File: config.mk
export PLATFORM = sky130hd
export DESIGN_NAME = bch_pipeline_sequencer
export DESIGN_NICKNAME = d
export VERILOG_FILES = /design/src/rtl/bch_seq_pkg.sv /design/src/rtl/bch_stage_watchdog.sv /design/src/rtl/bch_pipeline_sequencer.sv
export SDC_FILE = /design/constraint.sdc
export NUM_CORES = 1
export LEC_CHECK = 0
export ABC_AREA = 1
export BUFFER_PORTS_ARGS = -buffer_cell sky130_fd_sc_hd__buf_2
export CAP_MARGIN = 20
export CORE_UTILIZATION = 53
export DETAILED_ROUTE_END_ITERATION = 8
export PLACE_DENSITY = 0.87
export REMOVE_ABC_BUFFERS = 1
export SLEW_MARGIN = 15
export SYNTH_ARGS = -nofsm -noshare
export SYNTH_HDL_FRONTEND = slang
export SYNTH_SLANG_ARGS = --single-unit
File: constraint.sdc
create_clock -name clk -period 2.9 [get_ports clk]
set_clock_uncertainty 0.1 [all_clocks]
set_input_delay 0.58 -clock clk [delete_from_list [all_inputs] [get_ports clk]]
set_output_delay 0.58 -clock clk [all_outputs]
set_load 0.01 [all_outputs]
File: src/rtl/bch_seq_pkg.sv
// Shared types, stage indices and stage-order helpers for the BCH pipeline sequencer.
package bch_seq_pkg;

   localparam int unsigned SEQ_NUM_STAGES  = 4;
   localparam int unsigned SEQ_FRAME_CNT_W = 8;
   localparam int unsigned SEQ_TMO_W       = 16;
   localparam int unsigned STG_IDX_W       = 3;

   localparam logic [STG_IDX_W-1:0] STG_ENC    = 3'd0;
   localparam logic [STG_IDX_W-1:0] STG_NOISE  = 3'd1;
   localparam logic [STG_IDX_W-1:0] STG_ERRGEN = 3'd2;
   localparam logic [STG_IDX_W-1:0] STG_DEC    = 3'd3;
   localparam logic [STG_IDX_W-1:0] STG_NONE   = 3'd4;

   typedef enum logic [2:0] {
      SEQ_IDLE   = 3'd0,
      SEQ_ENCODE = 3'd1,
      SEQ_NOISE  = 3'd2,
      SEQ_ERRGEN = 3'd3,
      SEQ_DECODE = 3'd4,
      SEQ_DONE   = 3'd5,
      SEQ_ERROR  = 3'd6
   } seq_state_t;

   // Next enabled stage strictly above cur, or STG_NONE.
   function automatic logic [STG_IDX_W-1:0] next_stage(input logic [SEQ_NUM_STAGES-1:0] en_mask,
                                                       input logic [STG_IDX_W-1:0]      cur);
      logic [STG_IDX_W-1:0] r;
      r = STG_NONE;
      for (int i = int'(SEQ_NUM_STAGES) - 1; i >= 0; i--) begin
         if (en_mask[i] && (i > int'(cur))) r = 3'(i);
      end
      return r;
   endfunction

   function automatic logic [STG_IDX_W-1:0] lowest_stage(input logic [SEQ_NUM_STAGES-1:0] en_mask);
      logic [STG_IDX_W-1:0] r;
      r = STG_NONE;
      for (int i = int'(SEQ_NUM_STAGES) - 1; i >= 0; i--) begin
         if (en_mask[i]) r = 3'(i);
      end
      return r;
   endfunction

   function automatic logic is_stage_state(input seq_state_t s);
      return (s == SEQ_ENCODE) || (s == SEQ_NOISE) || (s == SEQ_ERRGEN) || (s == SEQ_DECODE);
   endfunction

endpackage

File: src/rtl/bch_stage_watchdog.sv
// Per-stage cycle counter; expired_o is high during the stage cycle whose count equals limit-1.
module bch_stage_watchdog #(
   parameter int unsigned TMO_W = 16
) (
   input  logic             clk,
   input  logic             rst,
   input  logic             clear_i,
   input  logic             enable_i,
   input  logic [TMO_W-1:0] limit_i,
   output logic             expired_o
);

   logic [TMO_W-1:0] cnt_q, cnt_d;
   logic             expired_q, expired_d;

   // Expiry is precomputed from the next count so the flag itself is a register.
   always_comb begin
      cnt_d = cnt_q;
      if (clear_i) begin
         cnt_d = '0;
      end else if (enable_i && (cnt_q != '1)) begin
         cnt_d = cnt_q + TMO_W'(1);
      end
      expired_d = (limit_i != '0) && (cnt_d == (limit_i - TMO_W'(1)));
   end

   always_ff @(posedge clk) begin
      if (rst) begin
         cnt_q     <= '0;
         expired_q <= 1'b0;
      end else begin
         cnt_q     <= cnt_d;
         expired_q <= expired_d;
      end
   end

   assign expired_o = expired_q;

endmodule

File: src/rtl/bch_pipeline_sequencer.sv
// Sequences encode/noise/errgen/decode stages over one or more frames with
// per-stage timeout, abort and busy/done/error status.
module bch_pipeline_sequencer
   import bch_seq_pkg::*;
#(
   parameter int unsigned NUM_STAGES  = 4,
   parameter int unsigned FRAME_CNT_W = 8,
   parameter int unsigned TMO_W       = 16
) (
   input  logic                   clk,
   input  logic                   rst,
   input  logic                   cfg_start,
   input  logic                   cfg_abort,
   input  logic [NUM_STAGES-1:0]  cfg_stage_en,
   input  logic [FRAME_CNT_W-1:0] cfg_num_frames,
   input  logic [TMO_W-1:0]       cfg_timeout,
   output logic [NUM_STAGES-1:0]  stage_start,
   input  logic [NUM_STAGES-1:0]  stage_done,
   output logic                   busy,
   output logic                   run_done,
   output logic                   err_timeout,
   output logic [1:0]             err_stage,
   output logic [2:0]             state_o,
   output logic [FRAME_CNT_W-1:0] frames_done,
   output logic [31:0]            busy_cycles
);

   localparam int unsigned FW1 = FRAME_CNT_W + 1;

   seq_state_t             state_q, state_d;
   logic [NUM_STAGES-1:0]  en_q, en_d;
   logic [FRAME_CNT_W-1:0] nf_q, nf_d;
   logic [TMO_W-1:0]       tmo_q, tmo_d;
   logic [NUM_STAGES-1:0]  start_q, start_d;
   logic                   busy_q, busy_d;
   logic                   run_done_q, run_done_d;
   logic                   err_to_q, err_to_d;
   logic [1:0]             err_stage_q, err_stage_d;
   logic [FRAME_CNT_W-1:0] frames_q, frames_d;
   logic [31:0]            busy_cyc_q, busy_cyc_d;

   logic                   in_stage;
   logic                   accept;
   logic                   wd_clear;
   logic                   wd_expired;
   logic                   do_enter;
   logic [STG_IDX_W-1:0]   tgt;
   logic [STG_IDX_W-1:0]   nxt;
   logic [STG_IDX_W-1:0]   st_raw;
   logic [1:0]             cur_idx;

   bch_stage_watchdog #(
      .TMO_W (TMO_W)
   ) u_watchdog (
      .clk       (clk),
      .rst       (rst),
      .clear_i   (wd_clear),
      .enable_i  (in_stage),
      .limit_i   (tmo_d),
      .expired_o (wd_expired)
   );

   // Next-state, config latch and status update.
   always_comb begin
      state_d     = state_q;
      en_d        = en_q;
      nf_d        = nf_q;
      tmo_d       = tmo_q;
      start_d     = '0;
      run_done_d  = run_done_q;
      err_to_d    = err_to_q;
      err_stage_d = err_stage_q;
      frames_d    = frames_q;
      busy_cyc_d  = busy_cyc_q;
      wd_clear    = 1'b0;
      do_enter    = 1'b0;
      tgt         = STG_NONE;
      nxt         = STG_NONE;

      in_stage = is_stage_state(state_q);
      st_raw   = 3'(state_q);
      cur_idx  = 2'(st_raw - 3'd1);
      accept   = cfg_start && ((state_q == SEQ_IDLE) || (state_q == SEQ_DONE) ||
                               (state_q == SEQ_ERROR));

      if (in_stage && !cfg_abort && (busy_cyc_q != '1)) begin
         busy_cyc_d = busy_cyc_q + 32'd1;
      end

      if (cfg_abort) begin
         state_d = SEQ_IDLE;
      end else if (accept) begin
         en_d        = cfg_stage_en;
         nf_d        = (cfg_num_frames == '0) ? FRAME_CNT_W'(1) : cfg_num_frames;
         tmo_d       = cfg_timeout;
         run_done_d  = 1'b0;
         err_to_d    = 1'b0;
         err_stage_d = 2'd0;
         frames_d    = '0;
         busy_cyc_d  = '0;
         tgt         = lowest_stage(cfg_stage_en);
         if (tgt == STG_NONE) begin
            state_d    = SEQ_DONE;
            run_done_d = 1'b1;
         end else begin
            do_enter = 1'b1;
         end
      end else if (in_stage) begin
         if (stage_done[cur_idx]) begin
            nxt = next_stage(en_q, {1'b0, cur_idx});
            if (nxt != STG_NONE) begin
               tgt      = nxt;
               do_enter = 1'b1;
            end else begin
               frames_d = frames_q + FRAME_CNT_W'(1);
               if (({1'b0, frames_q} + FW1'(1)) < {1'b0, nf_q}) begin
                  tgt      = lowest_stage(en_q);
                  do_enter = 1'b1;
               end else begin
                  state_d    = SEQ_DONE;
                  run_done_d = 1'b1;
               end
            end
         end else if (wd_expired) begin
            state_d     = SEQ_ERROR;
            err_to_d    = 1'b1;
            err_stage_d = cur_idx;
         end
      end

      // Stage entry: state, one-cycle start pulse and watchdog restart.
      if (do_enter) begin
         state_d             = seq_state_t'(tgt + 3'd1);
         start_d[tgt[1:0]]   = 1'b1;
         wd_clear            = 1'b1;
      end

      busy_d = is_stage_state(state_d);
   end

   always_ff @(posedge clk) begin
      if (rst) begin
         state_q     <= SEQ_IDLE;
         en_q        <= '0;
         nf_q        <= '0;
         tmo_q       <= '0;
         start_q     <= '0;
         busy_q      <= 1'b0;
         run_done_q  <= 1'b0;
         err_to_q    <= 1'b0;
         err_stage_q <= 2'd0;
         frames_q    <= '0;
         busy_cyc_q  <= '0;
      end else begin
         state_q     <= state_d;
         en_q        <= en_d;
         nf_q        <= nf_d;
         tmo_q       <= tmo_d;
         start_q     <= start_d;
         busy_q      <= busy_d;
         run_done_q  <= run_done_d;
         err_to_q    <= err_to_d;
         err_stage_q <= err_stage_d;
         frames_q    <= frames_d;
         busy_cyc_q  <= busy_cyc_d;
      end
   end

   assign stage_start = start_q;
   assign busy        = busy_q;
   assign run_done    = run_done_q;
   assign err_timeout = err_to_q;
   assign err_stage   = err_stage_q;
   assign state_o     = 3'(state_q);
   assign frames_done = frames_q;
   assign busy_cycles = busy_cyc_q;

endmodule
==> summary.txt, run 1 <==
Cells and area
  – Area Overhead vs Synth: 26.03%
  – FILL cells: 898
  – Final net count: between 1000 and 1500
  – Sequential cell area: just under 2000 um2
  – Ratio of cells with drive above 1 in the final layout: 22.57%
  – Ant. Diodes: 0
  – Multi-input gate area: about 3900 um2

Global route
  – Initial antenna violation count: 0
  – Largest net degree at the start of global routing: 47
  – Total GRT Usage: between 20 and 30%
  – Vias in the first global route: 6086
  – Global-route wire length before repair: 27030 um
  – Overflow after GRT: 0

Setup path
  – WP data required: 3.10 ns
  – WS Path Type: reg2reg
  – Startpoint types: flip-flop
  – CP Capture Type: flip-flop
  – R2R depth: 24
  – CP max FO: 4
  – Worst endpoint data arrival time: between 3 and 4 ns

Routing
  – Drt drc: 0
  – Drt pass-1 iters: 6
  – WL met1: between 7000 and 8000 um
  – Top sig layer: met4
  – Via density: 5.510
  – DR WL/cell: 14.30 um
  – Remaining antenna violation count after routing: 0
  – WL final: around 18000 um
  – DR WL met2: 8779 um
  – Initial DRC Count: 505
  – DR vias: 6965
  – WL met3: 1343 um

CTS
  – Clock net sink count: 97
  – Root Buffer: clkbuf_16
  – Later-pin clock latency in the skew report: between 0.3 and 0.4 ns
  – Number of buffers created by CTS: 9
  – Max Buffers Root-to-Sink: 2
  – Clock-pin slew on the worst setup and hold paths: ~0.07 ns
  – CTS tree: done
  – Depth of the CTS H-tree: 3

Synthesis
  – Yosys top cell by area: dfxtp_1
  – YS warnings: 0
  – Synth Instances: between 900 and 1000
  – Synthesized area: 6196 um2
  – Top-count cell post-synth: nand2_1
  – Unique masters post-synth: 45
  – Synth top area share: 31.34%
  – Main synth FF type: dfxtp_1
  – Syn_area_per_cell: 6.335 um2
  – EDFF count, synth: 0
  – Most area-consuming cells after synthesis: dfxtp_1 (31%), nand2_1 (15%), inv_1 (8.7%)
  – Seq/Total Area, Yosys: a little under a third
  – Synth top cells by count: nand2_1 (253), inv_1 (144), nor2_1 (143), dfxtp_1 (97), nand3_1 (62)
  – Register bit total from synthesis: 97
  – Ys async rst share: 0%

Power and ir drop
  – Seq pwr share: 23.4%
  – Pwr Density: 943.2 nW/um2
  – Switching share of total power: 47.55%
  – Static Leak: 3.842 nW
  – Clock power frac: 16.9%
  – Sw Pwr: 0.003502 W
  – Int Pwr: between 0.003 and 0.004 W
  – Peak supply drop: 0.6057 mV
  – Combinational power share: 59.7%

Worst hold path
  – HP Class: reg2reg
  – Hold Crit Depth: 2

Timing
  – # setup viols final: 4
  – Period utilisation layout: 107.2%
  – Final Hold Violating Endpoints: 0
  – Unrepaired setup endpoints after global routing: true
  – Fin Setup TNS: -0.5076 ns
  – Final worst slack: -0.2098 ns
  – Slew Limit Fails: 0
  – Relative slew slack: 54.29%
  – Worst-Margin Slew: 0.6784 ns
  – Final min period: 3.110 ns
  – Max Fclk: 321.6 MHz

Run
  – Max_cap viols: 0

Floorplan
  – DIE WIDTH: 110.1 um
  – Die area: approximately 12000 um2
  – CORE AREA: 11420 um2
  – I/O Pins: 88
  – Cell Rows: 39
  – Die span in y: 110.1 um
  – Starting Density: ~54%

Place
  – Hpwl dp: 12080 um
  – Pre-CTS WS: -0.2596 ns
  – Port Buffer Count: 87
  – Routability cong.: ~0.94

Outcome
  – Outcome: complete, but fails checks
  – Failing checks: setup timing
[cells by family (layout without fill, tap and decap cells)]
kind of cell	count (synthesis)	after routing	synth area share, %
AND/OR/NAND/NOR	562	562	39.96
buffers and inverters	174	317	10.99
flip-flops	97	97	31.34
AO/OA/AOI/OAI	85	85	8.017
XOR/XNOR	40	40	5.654
adder cells (fa/ha/maj)	20	20	4.039
[timing repair]
action                                  4_1_cts  5_1_grt
endpoints found under the hold margin         0        0
resized for setup                            22       62
endpoints found under the setup margin        6       10
pin swaps                                    17       30
buffers inserted                             11       10
cloned                                        0        1
hold buffers                                  0        0
[sequential cells by signal (all words and copies together), names as in the netlist]
signal and cells:
nf_q 8, en_q 4, err_timeout 1, u_watchdog.cnt_q 16
tmo_q 16, busy_cycles 32, err_stage 2, u_watchdog.expired_o 1
state_o 3, run_done 1, frames_done 8, stage_start 4
busy 1
[routing by layer]
layer	up-vias	global-route usage, %
li1	3388	-
met1	3168	32.19
met2	335	51.21
met3	74	5.467
met4	0	14.85
met5	-	0
[power groups by stage]
stage	Sequential, W	Clock (W)	Combinational (W)
3_5_place_dp	0.00172	0	0.00367
6_report	0.00172	0.00125	0.00440
4_1_cts	0.00170	0.00126	0.00383
2_1_floorplan	0.00173	0	0.00252
5_1_grt	0.00175	0.00131	0.00488
3_3_place_gp	0.00172	0	0.00360
[critical path, stage by stage, from the launching register on]
cell	delay, ns
dfxtp_4	0.39
nand3_4	0.10
nor2_4	0.10
nand4_1	0.13
xnor2_2	0.25
ha_4	0.26
a21oi_2	0.14
and2_4	0.17
nand2_4	0.04
inv_2	0.05
nand2_2	0.06
nand2_4	0.10
nand2_4	0.07
inv_4	0.09
o2111ai_2	0.13
o21ai_2	0.15
ha_2	0.22
inv_2	0.04
nand3_2	0.06
nand3_2	0.06
nand2_2	0.07
inv_1	0.05
nand2_1	0.06
nand2_1	0.05
nor2_1	0.10
[cell type report]
type,instances,area share [%]
clock buffer,9,2.884
multi-input combinational,707,49.32
sequential,97,25.04
inverter,151,7.290
clock inverter,7,0.9774
timing repair buffer,150,12.19
tap,143,2.291
[cell usage in the layout (no fill, tap or decap), types with 3 or more instances in the layout]
cell type / n
a211oi_1: 5
a21oi_1: 34
buf_2: 87
buf_4: 56
buf_6: 5
clkbuf_16: 9
dfxtp_1: 92
dfxtp_4: 3
ha_1: 14
ha_2: 3
ha_4: 3
inv_1: 138
inv_2: 12
inv_6: 3
nand2_1: 243
nand2_2: 13
nand2_4: 5
nand3_1: 50
nand3_2: 10
nand3_4: 4
nand3b_1: 4
nand4_1: 40
nor2_1: 136
nor2_2: 6
nor2_4: 9
nor3_1: 23
nor4_1: 7
o21ai_0: 26
o21ai_1: 3
xnor2_1: 11
xor2_1: 26
[worst paths after layout]
| path | startpoint | end | slack [ns] |
|---|---|---|---|
| worst max-delay path | frames_done[1]$_SDFFE_PP0P_ | busy$_SDFF_PP0_ | -0.21 |
| worst min-delay path | err_timeout$_SDFFE_PP0P_ | err_timeout$_SDFFE_PP0P_ | 0.36 |
| worst max register to register | frames_done[1]$_SDFFE_PP0P_ | busy$_SDFF_PP0_ | -0.21 |
| worst min register to register | err_timeout$_SDFFE_PP0P_ | err_timeout$_SDFFE_PP0P_ | 0.36 |
[through the flow]
stage / instances / total power, W / utilization, % / instance area, um2 / hold slack [ns]
after floorplan: 955 / 0.004259 / - / 6082 / 0.3359
after global placement: 1227 / 0.005314 / 61.63 / 7037 / 0.3458
after detailed placement: 1227 / 0.005390 / 61.63 / 7037 / 0.3485
after CTS: 1254 / 0.006784 / 65.57 / 7487 / 0.3594
after global routing: 1264 / 0.007937 / 68.39 / 7809 / 0.3733
final: 1264 / 0.007365 / 68.39 / 7809 / 0.3563
Note: power is estimated with default switching activity, not from simulation.
==> run 2: changes to the inputs <==
Settings changed: BUFFER_PORTS_ARGS -buffer_cell sky130_fd_sc_hd__buf_2 to default, CORE_UTILIZATION 53 to 58, DONT_BUFFER_PORTS from default to 1, GPL_TIMING_DRIVEN from default to 0, PLACE_DENSITY 0.87 to 0.85.
==> run 2 against run 1 <==
  * The flow still finishes with violations (setup timing)
  * Clock power is 28% lower
  * Worst hold slack lost 0.21 ns
  * Sequential share of layout area grew 2.5 points
  * Critical endpoint unchanged
  * Largest power group unchanged
  * Count of clock-buffer cells in the layout unchanged
  * Wire length is 8.3% lower
==> summary.txt, run 2 (synthesized netlist as in run 1, its figures left out) <==
Place
  – Hpwl dp: around 11000 um
  – Placed inst area: 6252 um2
  – Placed Cells: 1091
  – Port Buffer Count: 0
  – Routability cong.: 0.9232
  – Pre-CTS WS: -0.9846 ns

Global route
  – Total GRT Usage: between 20 and 30%
  – Vias in the first global route: ~5800
  – Global-route wire length before repair: 26480 um
  – Overflow after GRT: 0
  – Initial antenna violation count: 0
  – Largest net degree at the start of global routing: 48

Timing
  – Unrepaired setup endpoints after global routing: true
  – Period utilisation layout: 105.2%
  – Worst-Margin Slew: 0.6514 ns
  – Relative slew slack: 56.57%
  – # setup viols final: 4
  – Slew Limit Fails: 0
  – Max Fclk: 327.7 MHz
  – Final worst slack: -0.1515 ns
  – Final min period: between 3 and 4 ns
  – Final Hold Violating Endpoints: 0

Cells and area
  – Fin area: about 7000 um2
  – Final cell count without fillers: 1147
  – Largest register FFs: 32
  – Ratio of cells with drive above 1 in the final layout: 13.55%
  – Final net count: 1062
  – Most common cell after layout, fill and taps aside: nand2_1
  – FILL cells: 867
  – Area Overhead vs Synth: 14.72%
  – Sequential cell area: 1959 um2
  – Finished Core Util: 68.85%
  – Ant. Diodes: 0
  – Multi-input gate area: 3892 um2
  – Most frequent cells in the layout: nand2_1 (244), inv_1 (138), nor2_1 (134)

Setup path
  – WP data required: 3.13 ns
  – CP max FO: 6
  – CP Capture Type: flip-flop
  – WS Path Type: reg2reg
  – Startpoint types: flip-flop
  – Worst endpoint data arrival time: about 3.3 ns
  – R2R depth: 23

Power and ir drop
  – Peak supply drop: a little over 0.7 mV
  – Static Leak: 3.239 nW
  – Total Power: 0.006699 W
  – Pwr Density: 942.4 nW/um2

CTS
  – Later-pin clock latency in the skew report: 0.39 ns
  – Max Buffers Root-to-Sink: 2
  – Root Buffer: clkbuf_8
  – CTS tree: done
  – Hold-fix buffers, CTS: 0
  – Clock-pin slew on the worst setup and hold paths: 0.11 ns
  – Depth of the CTS H-tree: 3
  – Number of buffers created by CTS: 9
  – Clock net sink count: 97

Routing
  – DR WL/cell: 14.46 um
  – Via density: 5.554
  – Remaining antenna violation count after routing: 0
  – DR vias: ~6400
  – Initial DRC Count: a little under 500
  – WL final: 16580 um
  – Drt drc: 0
  – Drt pass-1 iters: 5

Floorplan
  – Die area: about 11000 um2
  – CORE AREA: 10320 um2
  – Starting Density: about three fifths
  – Cell Rows: 37
  – I/O Pins: 88
  – Die span in y: between 100 and 150 um
  – DIE WIDTH: 105.4 um

Worst hold path
  – Hold Crit Depth: 1
  – HP Class: in2reg

Run
  – Max_cap viols: 0

Outcome
  – Outcome: complete, but fails checks
  – Failing checks: setup timing
run 2: cell type report:
| class | count | share of cell area, % |
|---|---|---|
| Clock buffer | 9 | 1.743 |
| Multi-Input combinational cell | 710 | 54.76 |
| Clock inverter | 7 | 1.003 |
| Inverter | 151 | 8.115 |
| Timing Repair Buffer | 37 | 4.418 |
| Tap cell | 136 | 2.394 |
| Sequential cell | 97 | 27.57 |
run 2: what timing repair did:
action / CTS / global route
pin swaps: 21 / 18
setup buffers: 26 / 12
endpoints found under the setup margin: 58 / 25
gates cloned: 2 / 1
resized for setup: 56 / 25
run 2: path summary, 6_finish.rpt:
path                                                   from                        endpoint  slack [ns]
worst min register to register         nf_q[3]$_SDFFE_PP0P_            nf_q[3]$_SDFFE_PP0P_        0.38
worst min-delay path                                    rst  u_watchdog.cnt_q[2]$_SDFF_PP0_        0.15
worst max-delay path            frames_done[0]$_SDFFE_PP0P_                 busy$_SDFF_PP0_       -0.15
worst max register to register  frames_done[0]$_SDFFE_PP0P_                 busy$_SDFF_PP0_       -0.15
run 2: worst max-delay path: stages (launching register included):
cell and delay, ns:
dfxtp_4 0.43, nand3_4 0.09, nor2_4 0.09, nand4_1 0.14, xnor2_2 0.18, ha_1 0.31
a21oi_1 0.14, and2_1 0.13, nand2_1 0.04, inv_1 0.06, nand2_2 0.07, nand2_4 0.10
nand2_4 0.07, inv_4 0.10, nand3_4 0.07, nand2_4 0.13, inv_4 0.05, ha_4 0.25
nand2_2 0.04, nand2_2 0.08, nand3_2 0.09, nand2_1 0.08, nand2_1 0.05, nor2_1 0.09
run 2: metrics by stage:
stage	hold WS, ns	setup TNS (ns)
final	0.1509	-0.3814
after global routing	0.1271	-1.683
after CTS	0.1398	-0.3458
after detailed placement	0.3573	-22.91
after global placement	0.3533	-18.94
after floorplan	0.3359	-0.2966
run 2: routing by layer:
layer  GRT usage [%]  share of wire [%]  vias to the layer above
met1           36.70                 42                     2921
met2           50.05                 48                      239
met4           10.76                2.5                        0
li1                -                  -                     3168
met5               0                  0                        -
met3           5.690                7.0                       42
run 2: power breakdown:
| group | internal [W] | total [W] | leakage [nW] | switching (W) |
|---|---|---|---|---|
| clock | 0.000339 | 0.000902 | 0.0999 | 0.000562 |
| combinational | 0.00139 | 0.00401 | 2.35 | 0.00261 |
| sequential | 0.00156 | 0.00179 | 0.793 | 0.000237 |
==> run 3: changes to the inputs <==
Settings changed: SKIP_CTS_REPAIR_TIMING from default to 1.
==> run 3 against run 2 <==
  * The flow still finishes with violations (setup timing)
  * First-iteration DRC count rose by 18%
  * Global-route usage shrank 2.4 points
  * Die area unchanged
  * Worst hold slack worse by 0.0031 ns
  * Fmax fell by 2.4%
  * Critical endpoint unchanged
  * Largest cell class unchanged
  * Largest power group unchanged
  * Highest routed layer unchanged
==> summary.txt, run 3 (synthesized netlist as in run 1, its figures left out) <==
Outcome
  – Outcome: complete, but fails checks
  – Failing checks: setup timing

Setup path
  – Startpoint types: flip-flop
  – WP data required: 3.13 ns
  – FF-to-FF Start: frames_done[0]$_SDFFE_PP0P_
  – R2R depth: 23
  – Worst endpoint data arrival time: 3.36 ns
  – Crit Reg-Reg Endpoint: busy$_SDFF_PP0_
  – Reg2reg setup slack: -0.23 ns
  – CP max FO: 6
  – CP Capture Type: flip-flop
  – WS Path Type: reg2reg

Routing
  – DR vias: 6255
  – DR WL/cell: 13.64 um
  – Remaining antenna violation count after routing: 0
  – Initial DRC Count: 567
  – Drt drc: 0
  – WL final: between 15000 and 20000 um
  – Via density: 5.487
  – Drt pass-1 iters: 5

Timing
  – Final min period: roughly 3.1 ns
  – Fin Setup TNS: -0.5444 ns
  – Slew Limit Fails: 0
  – Final Hold Violating Endpoints: 0
  – Relative slew slack: approximately two thirds
  – Unrepaired setup endpoints after global routing: true
  – Period utilisation layout: 107.8%
  – Worst-Margin Slew: just over 0.5 ns
  – Final worst slack: -0.2264 ns
  – # setup viols final: 6
  – Max Fclk: around 320 MHz

CTS
  – Number of buffers created by CTS: 9
  – Clock net sink count: 97
  – Clock-pin slew on the worst setup and hold paths: 0.11 ns
  – Later-pin clock latency in the skew report: between 0.3 and 0.4 ns
  – Max Buffers Root-to-Sink: 2
  – CTS tree: done
  – Root Buffer: clkbuf_8
  – Depth of the CTS H-tree: 3

Global route
  – Gr busiest metal: met2
  – Global-route wire length before repair: around 24000 um
  – Met3 GRT Util: between 5 and 6%
  – GRT met1 Usage: approximately a third
  – Total GRT Usage: 26.98%
  – Overflow after GRT: 0
  – GR Util met2: 45.96%
  – Initial antenna violation count: 0
  – Largest net degree at the start of global routing: 49
  – Vias in the first global route: 5417

Cells and area
  – Most common cell after layout, fill and taps aside: nand2_1
  – Most frequent cells in the layout: nand2_1 (243), inv_1 (139), nor2_1 (137)
  – Ant. Diodes: 0
  – Fin area: roughly 7000 um2
  – Area Overhead vs Synth: 12.40%
  – Largest register FFs: 32
  – Ratio of cells with drive above 1 in the final layout: approximately 12%
  – Final net count: 1055
  – Final cell count without fillers: ~1100

Floorplan
  – Die span in y: 105.4 um
  – DIE WIDTH: 105.4 um
  – I/O Pins: 88
  – Die area: 11100 um2
  – Cell Rows: 37
  – Starting Density: 60.02%
  – CORE AREA: 10320 um2

Place
  – Pre-CTS WS: -0.9846 ns
  – Port Buffer Count: 0
  – Routability cong.: around 0.9
  – Placed inst area: 6252 um2
  – Hpwl dp: about 11000 um
  – Placed Cells: about 1100

Run
  – Max_cap viols: 0

Worst hold path
  – Hold Crit Depth: 1
  – Hold Startpoint: rst
  – Hold EP: u_watchdog.cnt_q[2]$_SDFF_PP0_
  – HP Class: in2reg

Power and ir drop
  – Pwr Density: just over 900 nW/um2
  – Peak supply drop: 0.7286 mV
  – Static Leak: around 3.2 nW
[run 3: cell count changes in the layout (fill, tap and decap cells not counted), sizes merged]
cell / before / now
clkinvlp: 0 / 1
buf: 37 / 31
inv: 156 / 155
nand3: 67 / 66
[run 3: final cells by class]
class	count	area [um2]
clock buffers	9	123.9
clock inverters	7	71.32
fillers	882	3359
inverters	151	575.6
multi-input cells	709	3811
flip-flops and latches	97	1959
well taps	136	170.2
repair buffers	31	252.7
[run 3: per-stage QoR]
stage,power (W),util (%),hold slack [ns]
floorplan,0.004259,-,0.3359
global placement,0.004864,60.56,0.3533
detailed placement,0.004927,60.56,0.3573
CTS,0.005816,62.45,0.1438
global route,0.007031,67.46,0.1269
finish,0.006481,67.46,0.1478
[run 3: worst max-delay path by stage]
stage / from / endpoint / slack, ns / cells past startpoint
floorplan: state_o[0]$_SDFF_PP0_ / u_watchdog.expired_o$_SDFF_PP0_ / -0.18 / 18
global placement: frames_done[0]$_SDFFE_PP0P_ / u_watchdog.expired_o$_SDFF_PP0_ / -0.94 / 21
detailed placement: frames_done[0]$_SDFFE_PP0P_ / u_watchdog.expired_o$_SDFF_PP0_ / -0.98 / 21
CTS: frames_done[0]$_SDFFE_PP0P_ / u_watchdog.expired_o$_SDFF_PP0_ / -1.01 / 21
global route: state_o[0]$_SDFF_PP0_ / u_watchdog.expired_o$_SDFF_PP0_ / -0.43 / 18
finish: frames_done[0]$_SDFFE_PP0P_ / busy$_SDFF_PP0_ / -0.23 / 23
[run 3: worst max-delay path, cell delays in order (launching register included)]
cell and delay [ns]:
dfxtp_4 0.42, ha_1 0.20, nand3_1 0.14, nor2_2 0.18
xor2_2 0.18, ha_1 0.27, nand3_1 0.07, and2_1 0.11
nand2_1 0.05, inv_1 0.06, nand2_2 0.07, nand2_4 0.10
nand2_4 0.07, inv_4 0.09, nand3_2 0.09, nand2_4 0.13
inv_2 0.06, ha_4 0.25, nand2_1 0.05, nand2_2 0.08
nand3_2 0.08, nand2_1 0.09, nand2_1 0.05, nor2_1 0.10
[run 3: metal layers]
layer	vias to the layer above	routed length (um)
met3	27	918
met5	-	0
met1	2862	6911
li1	3148	-
met2	218	7470
met4	0	248
[run 3: where the power goes]
| part | internal, W | leakage, nW | total, W | switching, W |
|---|---|---|---|---|
| Sequential | 0.00156 | 0.793 | 0.00179 | 0.000230 |
| Clock | 0.000339 | 0.0999 | 0.000903 | 0.000563 |
| Combinational | 0.00131 | 2.31 | 0.00379 | 0.00248 |
